## src/rtl/alu_ctrl_pkg.sv

```systemverilog
// Shared ALU control code table and EX-unit FSM state encodings.
// Imported by both ALU control decode and alu_exec_unit so the two sides use one code table.
package alu_ctrl_pkg;

    localparam logic [3:0] ALU_AND  = 4'b0000;
    localparam logic [3:0] ALU_OR   = 4'b0001;
    localparam logic [3:0] ALU_ADD  = 4'b0010;
    localparam logic [3:0] ALU_SLL  = 4'b0011;
    localparam logic [3:0] ALU_SRL  = 4'b0100;
    localparam logic [3:0] ALU_MULA = 4'b0101;
    localparam logic [3:0] ALU_SUB  = 4'b0110;
    localparam logic [3:0] ALU_SLT  = 4'b0111;
    localparam logic [3:0] ALU_ADDU = 4'b1000;
    localparam logic [3:0] ALU_SUBU = 4'b1001;
    localparam logic [3:0] ALU_XOR  = 4'b1010;
    localparam logic [3:0] ALU_SLTU = 4'b1011;
    localparam logic [3:0] ALU_NOR  = 4'b1100;
    localparam logic [3:0] ALU_SRA  = 4'b1101;

    typedef logic [1:0] alu_state_t;
    localparam alu_state_t IDLE = 2'd0;
    localparam alu_state_t MUL  = 2'd1;
    localparam alu_state_t DONE = 2'd2;

    // Codes 1110 and 1111 are unassigned.
    function automatic logic is_illegal(input logic [3:0] code);
        return code[3:1] == 3'b111;
    endfunction

endpackage

```

## src/rtl/alu_iter_mult.sv

```systemverilog
// Iterative shift-add multiplier returning the low W bits of a*b, one multiplier bit per cycle.
// Optional early exit when remaining multiplier bits are zero: define ALU_MULT_EARLY_EXIT_EN.
module alu_iter_mult #(
    parameter int unsigned W   = 32,
    parameter int unsigned SHW = 5
) (
    input  logic         clk,
    input  logic         reset,
    input  logic         start,
    input  logic [W-1:0] a,
    input  logic [W-1:0] b,
    output logic         busy,
    output logic         done,
    output logic [W-1:0] product
);

    logic [W-1:0]   mcand_q;
    logic [W-1:0]   mplier_q;
    logic [W-1:0]   prod_q;
    logic [SHW-1:0] cnt_q;
    logic           busy_q;
    logic           last_bit;

`ifdef ALU_MULT_EARLY_EXIT_EN
    // Stop as soon as no set multiplier bits remain above the one being consumed now.
    assign last_bit = (mplier_q[W-1:1] == '0) || (cnt_q == SHW'(W - 1));
`else
    assign last_bit = (cnt_q == SHW'(W - 1));
`endif

    assign busy    = busy_q;
    assign done    = busy_q && last_bit;
    // Includes the current bit, so it is the full product in the done cycle.
    assign product = prod_q + (mplier_q[0] ? mcand_q : '0);

    always_ff @(posedge clk) begin
        if (reset) begin
            mcand_q  <= '0;
            mplier_q <= '0;
            prod_q   <= '0;
            cnt_q    <= '0;
            busy_q   <= 1'b0;
        end else if (start) begin
            mcand_q  <= a;
            mplier_q <= b;
            prod_q   <= '0;
            cnt_q    <= '0;
            busy_q   <= 1'b1;
        end else if (busy_q) begin
            prod_q   <= product;
            mcand_q  <= mcand_q << 1;
            mplier_q <= mplier_q >> 1;
            cnt_q    <= cnt_q + SHW'(1);
            if (last_bit) begin
                busy_q <= 1'b0;
            end
        end
    end

endmodule

```

## src/rtl/alu_exec_unit.sv

```systemverilog
// EX-stage ALU executing ALUCtrl codes with valid/ready handshakes; MULA accumulates via alu_iter_mult.
// Define ALU_MULT_EARLY_EXIT_EN to let the multiplier exit once remaining multiplier bits are zero.
module alu_exec_unit
    import alu_ctrl_pkg::*;
#(
    parameter int unsigned W   = 32,
    parameter int unsigned SHW = 5
) (
    input  logic           Clk,
    input  logic           Reset,
    input  logic           InValid,
    output logic           InReady,
    input  logic [3:0]     ALUCtrl,
    input  logic [W-1:0]   A,
    input  logic [W-1:0]   B,
    input  logic [SHW-1:0] Shamt,
    output logic           OutValid,
    input  logic           OutReady,
    output logic [W-1:0]   Result,
    output logic           Zero,
    output logic           Overflow,
    output logic           Illegal
);

    alu_state_t     state_q;
    logic [W-1:0]   acc_q;
    logic [W-1:0]   result_q;
    logic           zero_q;
    logic           ovf_q;
    logic           ill_q;

    logic           accept;
    logic           is_mula;
    logic [W-1:0]   sum;
    logic [W-1:0]   diff;
    logic [W-1:0]   alu_res;
    logic           alu_ovf;
    logic           mult_busy;
    logic           mult_done;
    logic [W-1:0]   mult_product;
    logic [W-1:0]   acc_next;

    assign InReady  = (state_q == IDLE);
    assign OutValid = (state_q == DONE);
    assign Result   = result_q;
    assign Zero     = zero_q;
    assign Overflow = ovf_q;
    assign Illegal  = ill_q;

    assign accept   = InValid && InReady;
    assign is_mula  = (ALUCtrl == ALU_MULA);
    assign sum      = A + B;
    assign diff     = A - B;
    assign acc_next = acc_q + mult_product;

    always_comb begin
        alu_res = '0;
        alu_ovf = 1'b0;
        case (ALUCtrl)
            ALU_AND:  alu_res = A & B;
            ALU_OR:   alu_res = A | B;
            ALU_XOR:  alu_res = A ^ B;
            ALU_NOR:  alu_res = ~(A | B);
            ALU_ADD: begin
                alu_res = sum;
                alu_ovf = (A[W-1] == B[W-1]) && (sum[W-1] != A[W-1]);
            end
            ALU_SUB: begin
                alu_res = diff;
                alu_ovf = (A[W-1] != B[W-1]) && (diff[W-1] != A[W-1]);
            end
            ALU_ADDU: alu_res = sum;
            ALU_SUBU: alu_res = diff;
            ALU_SLT:  alu_res = {{(W-1){1'b0}}, ($signed(A) < $signed(B))};
            ALU_SLTU: alu_res = {{(W-1){1'b0}}, (A < B)};
            ALU_SLL:  alu_res = B << Shamt;
            ALU_SRL:  alu_res = B >> Shamt;
            ALU_SRA:  alu_res = $signed(B) >>> Shamt;
            default:  alu_res = '0;
        endcase
    end

    alu_iter_mult #(
        .W   (W),
        .SHW (SHW)
    ) u_mult (
        .clk     (Clk),
        .reset   (Reset),
        .start   (accept && is_mula),
        .a       (A),
        .b       (B),
        .busy    (mult_busy),
        .done    (mult_done),
        .product (mult_product)
    );

    always_ff @(posedge Clk) begin
        if (Reset) begin
            state_q  <= IDLE;
            acc_q    <= '0;
            result_q <= '0;
            zero_q   <= 1'b0;
            ovf_q    <= 1'b0;
            ill_q    <= 1'b0;
        end else begin
            case (state_q)
                IDLE: begin
                    if (accept) begin
                        if (is_mula) begin
                            state_q <= MUL;
                        end else begin
                            state_q  <= DONE;
                            result_q <= alu_res;
                            zero_q   <= (alu_res == '0);
                            ovf_q    <= alu_ovf;
                            ill_q    <= is_illegal(ALUCtrl);
                        end
                    end
                end
                MUL: begin
                    if (mult_busy && mult_done) begin
                        state_q  <= DONE;
                        acc_q    <= acc_next;
                        result_q <= acc_next;
                        zero_q   <= (acc_next == '0);
                        ovf_q    <= 1'b0;
                        ill_q    <= 1'b0;
                    end
                end
                DONE: begin
                    if (OutReady) begin
                        state_q <= IDLE;
                    end
                end
                default: state_q <= IDLE;
            endcase
        end
    end

endmodule

```

## config.mk

```make
export PLATFORM = sky130hd
export DESIGN_NAME = alu_exec_unit
export DESIGN_NICKNAME = d
export VERILOG_FILES = /design/src/rtl/alu_ctrl_pkg.sv /design/src/rtl/alu_iter_mult.sv /design/src/rtl/alu_exec_unit.sv
export SDC_FILE = /design/constraint.sdc
export NUM_CORES = 1
export LEC_CHECK = 0
export ABC_CLOCK_PERIOD_IN_PS = 10700
export CAP_MARGIN = 20
export CORE_UTILIZATION = 63
export DETAILED_ROUTE_END_ITERATION = 12
export PLACE_DENSITY = 0.94
export REMOVE_ABC_BUFFERS = 1
export SYNTH_ARGS = -nofsm -noshare
export SYNTH_HDL_FRONTEND = slang
export SYNTH_SLANG_ARGS = --single-unit
```

## constraint.sdc

```tcl
create_clock -name Clk -period 10.7 [get_ports Clk]
set_input_delay 1.07 -clock Clk [delete_from_list [all_inputs] [get_ports Clk]]
set_output_delay 1.07 -clock Clk [all_outputs]
set_load 0.005 [all_outputs]
```

Word level (Yosys, flattened, before mapping)
Index checks and enable logic that the tools add are counted.
{"block": "classes", "addsub": 5, "bitwise_logic": 4, "n_eq_ne": 25, "mux": 30, "shift": 3, "magnitude_cmp": 2, "reduce_logical": 18}
{"cell": "32-bit one-hot mux with 11 select lines", "n": 1}
{"cell": "32-bit 2-to-1 mux", "n": 8}
{"cell": "32-bit adder", "n": 3}
{"cell": "32-bit logical NOT", "n": 2}
{"cell": "32-bit less-than comparator", "n": 2}
{"cell": "32-bit one-hot mux with 2 select lines", "n": 1}
{"cell": "32-bit AND", "n": 1}
{"cell": "32-bit NOT", "n": 1}
{"cell": "32-bit OR", "n": 1}
{"cell": "32-bit by 5-bit << shifter with 32-bit output", "n": 1}
{"cell": "32-bit by 5-bit >> shifter with 32-bit output", "n": 1}
{"cell": "32-bit by 5-bit >>> shifter with 32-bit output", "n": 1}
{"cell": "32-bit subtractor", "n": 1}
{"cell": "32-bit bitwise XOR", "n": 1}
{"cell": "4-bit == test, second input constant", "n": 6}
{"cell": "4-bit by 3-bit == test with 1-bit output, second input constant", "n": 4}
{"cell": "1-bit 2-to-1 mux", "n": 11}
{"cell": "4-bit by 2-bit == test with 1-bit output, second input constant", "n": 2}
{"cell": "2-bit 2-to-1 mux", "n": 4}
{"cell": "1-bit one-hot mux with 2 select lines", "n": 4}
{"cell": "1-bit logical AND", "n": 6}
{"cell": "2-bit one-hot mux with 3 select lines", "n": 1}
{"cell": "2-bit OR reduction", "n": 3}
{"cell": "5-bit by 1-bit adder with 5-bit output, second input constant", "n": 1}
{"cell": "15 further kinds", "n": 20}
{"block": "totals", "input_bits": 77, "out_inout_bits": 37, "ff_bits": 171}

Depth between registers and ports, before layout
{"block": "depth", "word_depth": 7, "mapped_depth": 28, "depth_no_buf": 27}

Modules after synthesis
A second synthesis with hierarchy kept.
{"block": "unflattened", "cells_unflattened": 2953, "hier_area_um2": 21640.8}
{"module": "alu_exec_unit", "seq_area_each_um2": 1381.3, "cells_each": 2149, "n_inst": 1, "area_per_inst_um2": 15199.6}
{"module": "alu_iter_mult", "seq_area_each_um2": 2042.0, "cells_each": 804, "n_inst": 1, "area_per_inst_um2": 6441.2}

Worst setup path after synthesis
OpenSTA, ideal clock, no wires.
{"block": "synth_timing", "path_kind": "register -> register", "start": "reg u_mult.mplier_q[0]", "end": "reg zero_q, in the netlist Zero", "path_buffers": 1, "slack_ps": 5270, "required_ps": 10613, "stages_incl_launch_ff": 28, "arrival_time_ps": 5343, "synth_period_minus_slack_ps": 5430, "cell_sequence": "dfxtp_1 -> clkbuf_1 -> and2_1 -> ha_1 -> inv_1 -> fa_1 -> nor2b_1 -> o21ai_0 -> a21boi_0 -> o21a_1 -> o41ai_1 -> o21ai_0 -> a21oi_1 -> a21oi_1 -> xor2_1 -> ha_1 -> a2111oi_0 -> o21ai_0 -> o21ai_0 -> nor2b_1 -> a311o_1 -> a21o_1 -> a31oi_1 -> o31ai_1 -> xor2_1 -> nand2b_1 -> or2_2 -> o31ai_1"}
{"block": "synth_between", "elab_chain_len": 6}
{"element": "start, declared", "line": "alu_iter_mult.sv:18", "source": "logic [W-1:0] mplier_q;"}
{"element": "start signal, assigned", "line": "alu_iter_mult.sv:52", "source": "mplier_q <= mplier_q >> 1;"}
{"element": "32-bit 2-to-1 mux", "line": "alu_iter_mult.sv:34", "source": "assign product = prod_q + (mplier_q[0] ? mcand_q : '0);"}
{"element": "32-bit adder", "line": "alu_iter_mult.sv:34"}
{"element": "named net mult_product[14]", "line": "alu_exec_unit.sv:40", "source": "logic [W-1:0] mult_product;"}
{"element": "32-bit adder", "line": "alu_exec_unit.sv:54", "source": "assign acc_next = acc_q + mult_product;"}
{"element": "32-bit logical NOT", "line": "alu_exec_unit.sv:125", "source": "zero_q <= (acc_next == '0);"}
{"element": "1-bit 2-to-1 mux", "line": "alu_exec_unit.sv:121", "source": "if (mult_busy && mult_done) begin"}
{"element": "1-bit one-hot mux with 2 select lines", "line": "alu_exec_unit.sv:106", "source": "case (state_q)"}
{"element": "end signal, assigned", "line": "alu_exec_unit.sv:114", "source": "zero_q <= (alu_res == '0);"}
{"element": "end signal, assigned", "line": "alu_exec_unit.sv:125"}
{"element": "end, declared", "line": "alu_exec_unit.sv:28", "source": "logic zero_q;"}
The timed path passes the listed nets, and every way through them passes these cells. The select of a mux whose other input is x is not followed.
A chain may end at the register's enable or synchronous reset.

Worst setup path in the final report
Same ends and word-level chain as after synthesis.

==> metrics.log <==
INFO  metric ys_async_sr_fraction = 0%
INFO  metric max-cap-violations = 0
INFO  metric dp_hpwl = 59.3 mm
INFO  metric gr-usage-all-layers = 47.9%
INFO  metric synth_area_per_cell = 7.74 sq um
INFO  metric synth.lib_cells_used.distinct = 95
INFO  metric power.total = 2.06 mW
INFO  metric routed-wl-met2 = 35.6 mm
INFO  metric final_nets = 2838
INFO  metric post_cts_resize_count = 0
INFO  metric core_ar = 31700 sq um
INFO  metric setup.reg_to_reg.worst_slack = 4.24 ns
INFO  metric vert_die_dim = 182 um
INFO  metric worst_skew_pair_later_pin_latency = 0.47 ns
INFO  metric power_density = 93.0 nW/um^2
INFO  metric rr_endpoint = Zero
INFO  metric highest-signal-layer = met5
INFO  metric tritoncts.num_buffers = 17
INFO  metric floorplan.die_area = 33200 sq um
INFO  metric critical-path-top-delay-family = compound AO/OA/AOI/OAI gates
INFO  metric post-route-min-period = 6.46 ns
INFO  metric clock-skew-final = 0.0160 ns
INFO  metric timing.critical_path.arrival = 6.84 ns
INFO  metric ant_nets = 0
INFO  metric status = complete, no violations
INFO  metric synth_edf_count = 0
INFO  metric final_layout_size_suffix_gt1_share = 7.82%
INFO  metric worstPathMaxFanout = 31
INFO  metric drc_errors = 0
INFO  metric design.portCount = 114
INFO  metric via_per_inst = 7.44
INFO  metric timing.critical_path.required = 11.08 ns
INFO  metric seq_area_frac_synth = 16.8%
INFO  metric hold_start = acc_q[6]
INFO  metric port-buffer-count = 113
INFO  metric path_buf_inv = 1
INFO  metric cts.sink_count = 171
INFO  metric drt_iter0_drc = 2924
INFO  metric critical-path-max-stage-delay = 0.61 ns
INFO  metric maximum_number_of_pins_on_one_net_before_global_route_repair = 98
INFO  metric regToRegStartpoint = u_mult.mplier_q[0]
INFO  metric dr.pass1.iters = 9
INFO  metric finalSetupViolations = 0
INFO  metric syn-instance-count = 2638
INFO  metric timing.final.max_slew_violations = 0
INFO  metric totalNegativeSetupSlack = 0 ns
INFO  metric clock.fmax = 155 MHz
INFO  metric final_min_period_over_clock_period = 60.4%
INFO  metric initial_core_util = 64.4%
INFO  metric syn_to_final_growth = 8.39%
INFO  metric worstMarginPinSlew = 1.19 ns
INFO  metric setup_repair_after_global_routing_missed_its_margin = false
INFO  metric floorplan.rows = 65
INFO  metric hold_ws = 0.465 ns
INFO  metric detailroute.via_count = 22400
INFO  metric drt-wirelength-per-cell = 26.7 um
INFO  metric postCtsSetupRepairBufs = 0
INFO  metric synthTopCellsByCount = 316 x sky130_fd_sc_hd__nor2_1, 223 x sky130_fd_sc_hd__a21oi_1, 199 x sky130_fd_sc_hd__nand2_1, 171 x sky130_fd_sc_hd__dfxtp_1, 163 x sky130_fd_sc_hd__clkbuf_1
INFO  metric hold_path_end = acc_q[6]
INFO  metric timing_hold_violations_final = 0
INFO  metric synth_top_area_share = 16.8%
INFO  metric detail_route.wirelength = 80.6 mm
INFO  metric clk_transition_reported_paths = 0.09 ns
INFO  metric grt_first_pass_wirelength = 123 mm
INFO  metric gpl.final_weighted_congestion = 1.07
INFO  metric cts_tree = done
INFO  metric vdd.ir_drop.worst = 124 uV
INFO  metric hold_buffers = 0
INFO  metric setup.worst_path.start_class = flop
INFO  metric via_count_of_the_first_global_routing_pass = 20900
INFO  metric synth-seq-cells = 171
INFO  metric max_slew_margin = 20.5%
INFO  metric synth_top_cell_by_area = sky130_fd_sc_hd__dfxtp_1
INFO  metric metal3_wl = 8.88 mm
INFO  metric worst_reg_to_reg_path_cell_count = 26
INFO  metric crit_top_cell = sky130_fd_sc_hd__o21ai_0
INFO  metric grt_antenna_before_repair = 2
INFO  metric yosys-top-cells-area = sky130_fd_sc_hd__dfxtp_1 17%, sky130_fd_sc_hd__ha_1 9.9%, sky130_fd_sc_hd__mux4_2 8.4%, sky130_fd_sc_hd__mux2i_1 7.6%, sky130_fd_sc_hd__nor2_1 5.8%
INFO  metric floorplan.die.width = 182 um
INFO  metric power.static_leakage = 8.74 nW
INFO  metric timing_worst_setup_path_type = reg2reg
INFO  metric min_path_cells = 2
INFO  metric htree_num_levels = 4
INFO  metric hold_path.class = reg2reg
INFO  metric dominantRegCellSynth = sky130_fd_sc_hd__dfxtp_1
INFO  metric detail_route.wirelength.met1 = 30.0 mm
INFO  metric crit_path_end_kind = flop
INFO  metric syn-cell-area = 20400 sq um
INFO  metric yosys.cell_count.top_type = sky130_fd_sc_hd__nor2_1
INFO  metric cts.root.buffer_cell = sky130_fd_sc_hd__clkbuf_16
INFO  metric ys_warn_count = 0
INFO  metric slowest_stage = sky130_fd_sc_hd__o41ai_1
INFO  metric grt.overflow.total = 0
INFO  metric clock_tree.buffer_depth = 2
logic make-up (layout without fill, tap and decap cells):
kind of cell | after synthesis | count (layout) | synth area share [%]
other | 0 | 1 | 0
xor gates and xnor gates | 76 | 76 | 3.26
DFF | 171 | 171 | 16.8
muxes | 251 | 251 | 17.1
AOI/OAI and AO/OA | 801 | 801 | 26.8
adders and majority gates | 165 | 165 | 10.3
buffers and inverters | 328 | 299 | 6.41
and+or+nand+nor | 846 | 846 | 19.5
power by group:
| part | switching, mW | total [mW] | internal, mW |
|---|---|---|---|
| sequential | 0.0143 | 0.667 | 0.653 |
| clock | 0.343 | 0.659 | 0.316 |
| combinational | 0.460 | 0.734 | 0.274 |
| total | 0.818 | 2.06 | 1.24 |
tightest hold or removal path, stage by stage (launching register included):
cell,delay (ns)
sky130_fd_sc_hd__dfxtp_1,0.32
sky130_fd_sc_hd__nand2_1,0.05
sky130_fd_sc_hd__a21oi_1,0.05
sequential cells by signal (all words and copies together), names as in the netlist:
signal,count
u_mult.prod_q,32
u_mult.mplier_q,32
Overflow,1
state_q,2
Zero,1
u_mult.busy,1
acc_q,32
u_mult.mcand_q,32
Result,32
u_mult.cnt_q,5
Illegal,1
per-layer routing:
| metal | vias up | global-route usage, % |
|---|---|---|
| li1 | 9743 | - |
| met1 | 10500 | 59.8 |
| met2 | 1736 | 76.2 |
| met3 | 426 | 9.28 |
| met4 | 2 | 29.6 |
| met5 | - | 0 |
worst max-delay path by stage:
stage	end	startpoint	cells past startpoint	slack [ns]
after CTS	Zero	u_mult.mplier_q[0]	26	4.37
final	Zero	u_mult.mplier_q[0]	26	4.24
after global routing	Zero	u_mult.mplier_q[0]	25	3.52
after floorplan	u_mult.prod_q[1]	ALUCtrl[2]	4	4.22
after global placement	Zero	B[18]	15	4.53
after detailed placement	Zero	u_mult.mplier_q[0]	26	4.48
placed cells by master (no fill, tap or decap), types with 76 or more instances in the layout:
cell type                         netlist  final
sky130_fd_sc_hd__inv_1                108    108
sky130_fd_sc_hd__a21oi_1              223    223
sky130_fd_sc_hd__nand2_1              199    199
sky130_fd_sc_hd__nor2_1               316    316
sky130_fd_sc_hd__ha_1                 161    161
sky130_fd_sc_hd__dfxtp_1              171    170
sky130_fd_sc_hd__mux2i_1              156    156
sky130_fd_sc_hd__clkdlybuf4s50_1        0    108
sky130_fd_sc_hd__a211oi_1             106    106
sky130_fd_sc_hd__mux4_2                76     76
sky130_fd_sc_hd__o21ai_0               85     85
area by class of cell:
class                   count  area, sq um
inverters                 111          417
fillers                  2556         9570
flip-flops and latches    171         3430
clock buffers              17          425
repair buffers            156         1460
diodes                      1         2.50
clock inverters            15          180
multi-input cells        2139        15700
well taps                 402          503
through the flow:
stage | worst slack [ns] | std cells | instance area [sq um] | util, %
after floorplan | 4.22 | 2421 | 19500 | -
after global placement | 4.53 | 2975 | 21500 | 67.7
after detailed placement | 4.48 | 2975 | 21500 | 67.7
after CTS | 4.37 | 3007 | 22100 | 69.7
after global routing | 3.52 | 3011 | 22100 | 69.8
final | 4.24 | 3012 | 22100 | 69.8
Power figures use the tool's default switching activity.
